==> src/rtl/motion_mode_encoder_pkg.sv <==
// Shared definitions for the motion mode encoder: indicator mode codes,
// motctl field positions and the commit FSM state encoding.
package motion_defs;

  // 3-bit codes understood by the 7-segment motion indicator; 3'b111 is unused
  typedef enum logic [2:0] {
    MODE_STOP     = 3'b000,
    MODE_RIGHT_1X = 3'b001,
    MODE_RIGHT_2X = 3'b010,
    MODE_LEFT_1X  = 3'b011,
    MODE_LEFT_2X  = 3'b100,
    MODE_FORWARD  = 3'b101,
    MODE_REVERSE  = 3'b110
  } mode_t;

  // Rojobot wheel-control byte layout
  localparam int L_DIR_BIT = 7;
  localparam int L_SPD_MSB = 6;
  localparam int L_SPD_LSB = 4;
  localparam int R_DIR_BIT = 3;
  localparam int R_SPD_MSB = 2;
  localparam int R_SPD_LSB = 0;

  typedef enum logic {
    ST_SETTLED = 1'b0,
    ST_PENDING = 1'b1
  } state_t;

  // Signed wheel velocity: reverse direction negates the speed, so a set
  // direction bit with zero speed is still zero velocity
  function automatic logic signed [3:0] wheel_velocity(input logic dir,
                                                       input logic [2:0] speed);
    logic signed [3:0] mag;
    mag = $signed({1'b0, speed});
    return dir ? -mag : mag;
  endfunction

endpackage

==> src/rtl/motion_mode_encoder_if.sv <==
// Bot-side bus of the motion mode encoder: wheel-control byte in, committed
// indicator mode, change pulse and change counter out.
interface motion_mode_encoder_if;
  logic [7:0]  motctl;
  logic [2:0]  motion_mode;
  logic        mode_chg;
  logic [15:0] change_count;

  modport master (output motctl, input motion_mode, mode_chg, change_count);
  modport slave  (input motctl, output motion_mode, mode_chg, change_count);
endinterface

==> src/rtl/motion_mode_encoder_classify.sv <==
// Pure combinational classifier: turns the wheel-control byte into an
// indicator mode from the difference and sum of the signed wheel velocities.
module motion_classify
  import motion_defs::*;
#(
  parameter int TURN2X_THRESH = 8,
  parameter int STRAIGHT_TOL  = 0
) (
  input  logic [7:0] motctl,
  output mode_t      mode
);

  localparam logic [4:0] THRESH_MAG = 5'(TURN2X_THRESH);
  localparam logic [4:0] TOL_MAG    = 5'(STRAIGHT_TOL);

  logic signed [3:0] vel_l;
  logic signed [3:0] vel_r;
  logic signed [4:0] diff;
  logic signed [4:0] sum;
  logic [4:0]        diff_mag;

  // Straight motion when the wheels nearly agree, otherwise turn toward the slower wheel
  always_comb begin
    vel_l    = wheel_velocity(motctl[L_DIR_BIT], motctl[L_SPD_MSB:L_SPD_LSB]);
    vel_r    = wheel_velocity(motctl[R_DIR_BIT], motctl[R_SPD_MSB:R_SPD_LSB]);
    diff     = {vel_l[3], vel_l} - {vel_r[3], vel_r};
    sum      = {vel_l[3], vel_l} + {vel_r[3], vel_r};
    diff_mag = diff[4] ? (~diff + 5'd1) : diff;
    mode     = MODE_STOP;
    if (diff_mag <= TOL_MAG) begin
      if (sum == 5'sd0) begin
        mode = MODE_STOP;
      end else if (sum[4]) begin
        mode = MODE_REVERSE;
      end else begin
        mode = MODE_FORWARD;
      end
    end else if (!diff[4]) begin
      mode = (diff_mag >= THRESH_MAG) ? MODE_RIGHT_2X : MODE_RIGHT_1X;
    end else begin
      mode = (diff_mag >= THRESH_MAG) ? MODE_LEFT_2X : MODE_LEFT_1X;
    end
  end

endmodule

==> src/rtl/motion_mode_encoder.sv <==
// Motion mode encoder top: samples the classified wheel command on a
// prescaled tick, requires HOLD_SAMPLES identical samples before committing
// a new indicator mode, and pulses mode_chg on each commit.
// Optional feature: define MOTION_STATS_EN to build the saturating
// committed-change counter; otherwise change_count reads as zero.
module motion_mode_encoder
  import motion_defs::*;
#(
  parameter int SAMPLE_DIV    = 2_000_000,
  parameter int HOLD_SAMPLES  = 3,
  parameter int TURN2X_THRESH = 8,
  parameter int STRAIGHT_TOL  = 0
) (
  input logic                 clk,
  input logic                 reset,
  motion_mode_encoder_if.slave bus
);

  localparam int PRE_W = (SAMPLE_DIV > 1) ? $clog2(SAMPLE_DIV) : 1;
  localparam int CNT_W = $clog2(HOLD_SAMPLES + 1);
  localparam logic [PRE_W-1:0] PRE_LAST = PRE_W'(SAMPLE_DIV - 1);
  localparam logic [CNT_W-1:0] HOLD_MAX = CNT_W'(HOLD_SAMPLES);

  logic [PRE_W-1:0] prescaler;
  logic             tick;
  mode_t            sample_mode;
  mode_t            cand;
  logic [CNT_W-1:0] cnt;
  mode_t            motion_mode_q;
  logic             mode_chg_q;
  state_t           state;
  state_t           state_next;
  logic             commit;

  motion_classify #(
    .TURN2X_THRESH(TURN2X_THRESH),
    .STRAIGHT_TOL (STRAIGHT_TOL)
  ) u_classify (
    .motctl(bus.motctl),
    .mode  (sample_mode)
  );

  assign tick = (prescaler == PRE_LAST);

  // Free-running sample prescaler, tick on its last count then wrap
  always_ff @(posedge clk or negedge reset) begin
    if (!reset) begin
      prescaler <= '0;
    end else if (tick) begin
      prescaler <= '0;
    end else begin
      prescaler <= prescaler + 1'b1;
    end
  end

  // Hold filter: count consecutive identical samples of the current candidate
  always_ff @(posedge clk or negedge reset) begin
    if (!reset) begin
      cand <= MODE_STOP;
      cnt  <= '0;
    end else if (tick) begin
      if (sample_mode == cand) begin
        if (cnt != HOLD_MAX) begin
          cnt <= cnt + 1'b1;
        end
      end else begin
        cand <= sample_mode;
        cnt  <= CNT_W'(1);
      end
    end
  end

  // Commit decision: a differing candidate that has been held long enough is taken
  always_comb begin
    state_next = state;
    commit     = 1'b0;
    case (state)
      ST_SETTLED: begin
        if (cand != motion_mode_q) begin
          if (cnt == HOLD_MAX) begin
            commit = 1'b1;
          end else begin
            state_next = ST_PENDING;
          end
        end
      end
      ST_PENDING: begin
        if (cand == motion_mode_q) begin
          state_next = ST_SETTLED;
        end else if (cnt == HOLD_MAX) begin
          commit     = 1'b1;
          state_next = ST_SETTLED;
        end
      end
      default: state_next = ST_SETTLED;
    endcase
  end

  // State register plus the committed mode and its one-cycle change pulse
  always_ff @(posedge clk or negedge reset) begin
    if (!reset) begin
      state         <= ST_SETTLED;
      motion_mode_q <= MODE_STOP;
      mode_chg_q    <= 1'b0;
    end else begin
      state      <= state_next;
      mode_chg_q <= commit;
      if (commit) begin
        motion_mode_q <= cand;
      end
    end
  end

  assign bus.motion_mode = motion_mode_q;
  assign bus.mode_chg    = mode_chg_q;

`ifdef MOTION_STATS_EN
  logic [15:0] change_count_q;

  // Saturating count of committed mode changes, cleared only by reset
  always_ff @(posedge clk or negedge reset) begin
    if (!reset) begin
      change_count_q <= 16'h0000;
    end else if (commit && (change_count_q != 16'hFFFF)) begin
      change_count_q <= change_count_q + 16'd1;
    end
  end

  assign bus.change_count = change_count_q;
`else
  assign bus.change_count = 16'h0000;
`endif

endmodule
==> src/flat_wrapper.sv <==
// flat-port wrapper written by rule: the top's interface ports become plain ports
module motion_mode_encoder_flat import motion_defs::*;
#(
  parameter int SAMPLE_DIV    = 2_000_000,
  parameter int HOLD_SAMPLES  = 3,
  parameter int TURN2X_THRESH = 8,
  parameter int STRAIGHT_TOL  = 0
)
  (clk, reset, bus_motctl, bus_motion_mode, bus_mode_chg, bus_change_count);
  motion_mode_encoder_if bus_i ();
  input logic clk;
  input logic reset;
  input wire logic [$bits(bus_i.motctl)-1:0] bus_motctl;
  output wire logic [$bits(bus_i.motion_mode)-1:0] bus_motion_mode;
  output wire logic [$bits(bus_i.mode_chg)-1:0] bus_mode_chg;
  output wire logic [$bits(bus_i.change_count)-1:0] bus_change_count;
  assign bus_i.motctl = bus_motctl;
  assign bus_motion_mode = bus_i.motion_mode;
  assign bus_mode_chg = bus_i.mode_chg;
  assign bus_change_count = bus_i.change_count;
  motion_mode_encoder #(.SAMPLE_DIV(SAMPLE_DIV), .HOLD_SAMPLES(HOLD_SAMPLES), .TURN2X_THRESH(TURN2X_THRESH), .STRAIGHT_TOL(STRAIGHT_TOL)) u_core (.clk(clk), .reset(reset), .bus(bus_i));
endmodule
==> config.mk <==
export PLATFORM = sky130hd
export DESIGN_NAME = motion_mode_encoder_flat
export DESIGN_NICKNAME = d
export VERILOG_FILES = /design/src/rtl/motion_mode_encoder_pkg.sv /design/src/rtl/motion_mode_encoder_if.sv /design/src/rtl/motion_mode_encoder_classify.sv /design/src/rtl/motion_mode_encoder.sv /design/src/flat_wrapper.sv
export SDC_FILE = /design/constraint.sdc
export NUM_CORES = 1
export LEC_CHECK = 0
export CAP_MARGIN = 10
export CORE_AREA = 2 2 69 71
export CTS_BUF_LIST = sky130_fd_sc_hd__clkbuf_8 sky130_fd_sc_hd__clkbuf_16
export DETAILED_ROUTE_END_ITERATION = 6
export DIE_AREA = 0 0 71 73
export PLACE_DENSITY = 0.72
export SETUP_SLACK_MARGIN = 0.02
export SYNTH_ARGS = -nofsm -noshare
export SYNTH_HDL_FRONTEND = slang
export SYNTH_SLANG_ARGS = --single-unit
export TNS_END_PERCENT = 5
==> constraint.sdc <==
create_clock -name clk -period 5 [get_ports clk]
set_input_delay 1.5 -clock clk [delete_from_list [all_inputs] [get_ports clk]]
set_output_delay 1.5 -clock clk [all_outputs]
set_load 0.05 [all_outputs]
==> results.sh <==
export IMPL_drive_above_1_share_pct=24.3
export IMPL_min_path_type="flop to flop"
export IMPL_worstSkewPairLatency_ps=290
export IMPL_final_area_mm2=0.00266
export IMPL_core_area_mm2=0.00454
export IMPL_clk_pin_slew_worst_paths_ps=60
export IMPL_grt_max_degree=31
export IMPL_cts_tree="built"
export IMPL_cts_num_sinks=30
export IMPL_critical_path_most_common_cell="nand2_1"
export IMPL_cp_cell_sequence="clkdlybuf4s50_1 > inv_1 > ha_1 > nand2_1 > o21a_1 > inv_2 > fa_2 > inv_1 > nand3_2 > buf_6 > nand2_1 > nand2_1 > o21ai_1 > ha_1 > a21oi_1 > o31ai_2 > o311ai_4 > xnor2_2 > o41ai_2 > mux2i_1"
export IMPL_area_growth_pct=24.4
export IMPL_required_ps=5160
export IMPL_first_pass_iters=4
export IMPL_worstPathArrival_ps=5040
export IMPL_holdCritStartpoint="u_core.prescaler[0]$_DFF_PN0_"
export IMPL_setup_viol=0
export IMPL_synth_seq_cells=30
export IMPL_maxCapViolations=0
export IMPL_grt_overflow=0
export IMPL_ys_seq_area_share_pct=35.1
export IMPL_root_buffer="clkbuf_8"
export IMPL_critPathMaxFanout=6
export IMPL_path_buf_inv=5
export IMPL_skew_ps=7.94
export IMPL_die_x_um=71
export IMPL_cp_depth=20
export IMPL_fin_crit_ps=4880
export IMPL_first_iter_violations=75
export IMPL_rr_endpoint="u_core.cnt[0]$_DFFE_PN0P_"
export IMPL_slew_viol_final=0
export IMPL_cts_buffer_depth=2
export IMPL_dp_worst_setup_slack_ps=-167
export IMPL_place_congestion=0.772
export IMPL_wire_per_inst_um=12.6
export IMPL_final_nets=288
export IMPL_diodes=0
export IMPL_holdPathStages=1
export IMPL_num_io_pins=30
export IMPL_hold_viol=0
export IMPL_port_buffers=13
export IMPL_leakagePower_nw=1.23
export IMPL_design_die_area_mm2=0.00518
export IMPL_worstSetupStartpointType="primary input"
export IMPL_crit_type="primary input to flop"
export IMPL_grtUsageTotal_pct=15.6
export IMPL_tightest_slew_ps=907
export IMPL_h_tree_depth=2
export IMPL_finalSetupTns_ps=0
export IMPL_max_freq_mhz=205
export IMPL_post_dp_cell_area_mm2=0.00241
export IMPL_cpPeakStageDelay_ps=540
export IMPL_multiInputGateArea_mm2=0.00137
export IMPL_rows=25
export IMPL_postRouteWirelength_mm=4.00
export IMPL_r2r_cells=9
export IMPL_numCtsBuffers=5
export IMPL_synth_cells=222
export IMPL_status="completed"
export IMPL_grt_pass1_wl_mm=6.45
export IMPL_cp_end_kind="flop"
export IMPL_yosysWarningCount=0
export IMPL_syn_area_mm2=0.00214
export IMPL_fin_crit_sh_pct=97.6
export IMPL_timing_rr_start="u_core.prescaler[0]$_DFF_PN0_"
export IMPL_post_dp_hpwl_mm=2.86
export IMPL_r2r_slack_ps=2040
export IMPL_async_flop_share_pct=100
export IMPL_slowest_stage="fa_2"
export IMPL_start_util_pct=47.2
export IMPL_setup_slack_ps=119
export IMPL_grt_pass1_vias=1531
export IMPL_seqCellArea_um2=751
export IMPL_avgSynthCellArea_um2=9.64
export IMPL_num_vias=1628
export IMPL_synthFlopType="dfrtp_1"
export IMPL_drtAntennaViolNets=0
export IMPL_via_per_inst=5.14
export IMPL_die_height_um=73
export IMPL_yosysUniqueCellTypes=48
export IMPL_antenna_found_initial=0
export IMPL_p_per_area_mw_per_mm2=274
export IMPL_synth_edf_count=0
export IMPL_hold_end="u_core.prescaler[0]$_DFF_PN0_"
export IMPL_fillCellCount=382
export IMPL_crit_family="adder cells"
export IMPL_max_vdd_ir_drop_v=0.000113
export IMPL_slew_headroom_pct=39.0
export IMPL_drc=0
==> layout by cell type, fill, tap and decap left out, types with 3 or more instances in the layout <==
master,Yosys,layout
clkdlybuf4s50_1,0,12
mux2i_1,6,5
nor2b_1,3,3
nand4_1,5,5
conb_1,1,16
a21oi_1,5,5
nor2_1,16,16
buf_4,17,24
clkbuf_8,0,6
xor2_1,13,12
xnor2_1,15,12
inv_2,0,3
nand2b_1,5,3
inv_1,17,15
ha_1,14,11
nand3_1,9,8
or3_1,3,3
nor3_1,4,4
mux2_2,3,3
o21ai_0,5,3
nand2_1,15,15
dfrtp_1,30,30
==> cells in the mapped netlist (2+ instances only) <==
master     n  area share [%]
mux2_2     3             1.6
nor3_1     4            0.94
dfrtp_1   30              35
clkbuf_1   2            0.35
nand3_1    9             2.1
a21o_1     2            0.70
or3_1      3            0.88
inv_1     17             3.0
a21oi_1    5             1.2
mux2i_1    6             2.8
o31ai_1    2            0.70
nor2b_1    3            0.88
o21ai_0    5             1.2
nor4_1     2            0.58
nand4_1    5             1.5
ha_1      14             8.2
fa_1       2             1.9
nand2b_1   5             1.5
and2_1     3            0.88
nor2_1    16             2.8
xor2_1    13             5.3
buf_4     17             6.0
nand2_1   15             2.6
xnor2_1   15             6.1
==> cell families (layout without fill, tap and decap cells) <==
family                   Yosys count  after routing  synth area share [%]
AO/OA/AOI/OAI                     28             28                  10.6
other                              1             16                 0.175
multiplexers                       9              9                  4.38
XOR/XNOR                          28             28                  11.5
buffers and inverters             37             63                  9.82
AND/OR/NAND/NOR                   73             73                  18.5
flip-flops                        30             30                  35.1
adder cells (fa/ha/maj)           16             16                  10.1
==> layout make-up <==
| cell class | instances | share of cell area, % |
|---|---|---|
| Clock buffer | 6 | 3.10 |
| Clock inverter | 2 | 0.329 |
| Inverter | 17 | 2.40 |
| Multi-Input combinational cell | 170 | 51.3 |
| Sequential cell | 30 | 28.2 |
| Tap cell | 54 | 2.54 |
| Timing Repair Buffer | 38 | 12.2 |
==> per-layer routing <==
layer  track usage [%]  up-vias  wire, µm
met5                 0        -         0
met3              4.01       15       122
met4              5.87        0       134
met1              17.5      780      1670
li1                  -      800         -
met2              28.3       33      2080
==> registers in the layout (all words and copies together) (netlist names) <==
register,count
u_core.prescaler,21
u_core.cand,3
u_core.bus.motion_mode,3
u_core.bus.mode_chg,1
u_core.cnt,2
==> through the flow <==
step	std cells	power (mW)	hold slack, ps	util [%]
CTS	313	0.677	469	55.1
floorplan	237	0.417	433	-
detailed placement	305	0.477	461	53.0
global placement	305	0.472	453	53.0
finish	317	0.731	461	58.7
global route	317	0.771	500	58.7
==> timing repair <==
action / CTS / global route
endpoints found under the hold margin: 0 / 0
setup buffers: 0 / 4
gates resized for setup: 0 / 29
hold buffers: 0 / 0
setup endpoints to repair: 0 / 2
==> power breakdown <==
group | switching, mW | internal [mW]
clock | 0.0902 | 0.109
sequential | 0 | 0.243
combinational | 0.150 | 0.139
total | 0.241 | 0.490
==> how the worst max path moves through the flow <==
stage | from | end | slack (ps)
global placement | bus_motctl[4] | u_core.cnt[0]$_DFFE_PN0P_ | -80
floorplan | bus_motctl[4] | u_core.cnt[0]$_DFFE_PN0P_ | 340
CTS | bus_motctl[4] | u_core.cnt[0]$_DFFE_PN0P_ | 130
finish | bus_motctl[4] | u_core.cnt[0]$_DFFE_PN0P_ | 120
global route | bus_motctl[4] | u_core.cnt[0]$_DFFE_PN0P_ | -60
detailed placement | bus_motctl[4] | u_core.cnt[0]$_DFFE_PN0P_ | -170
Note: power is estimated with default switching activity, not from simulation.
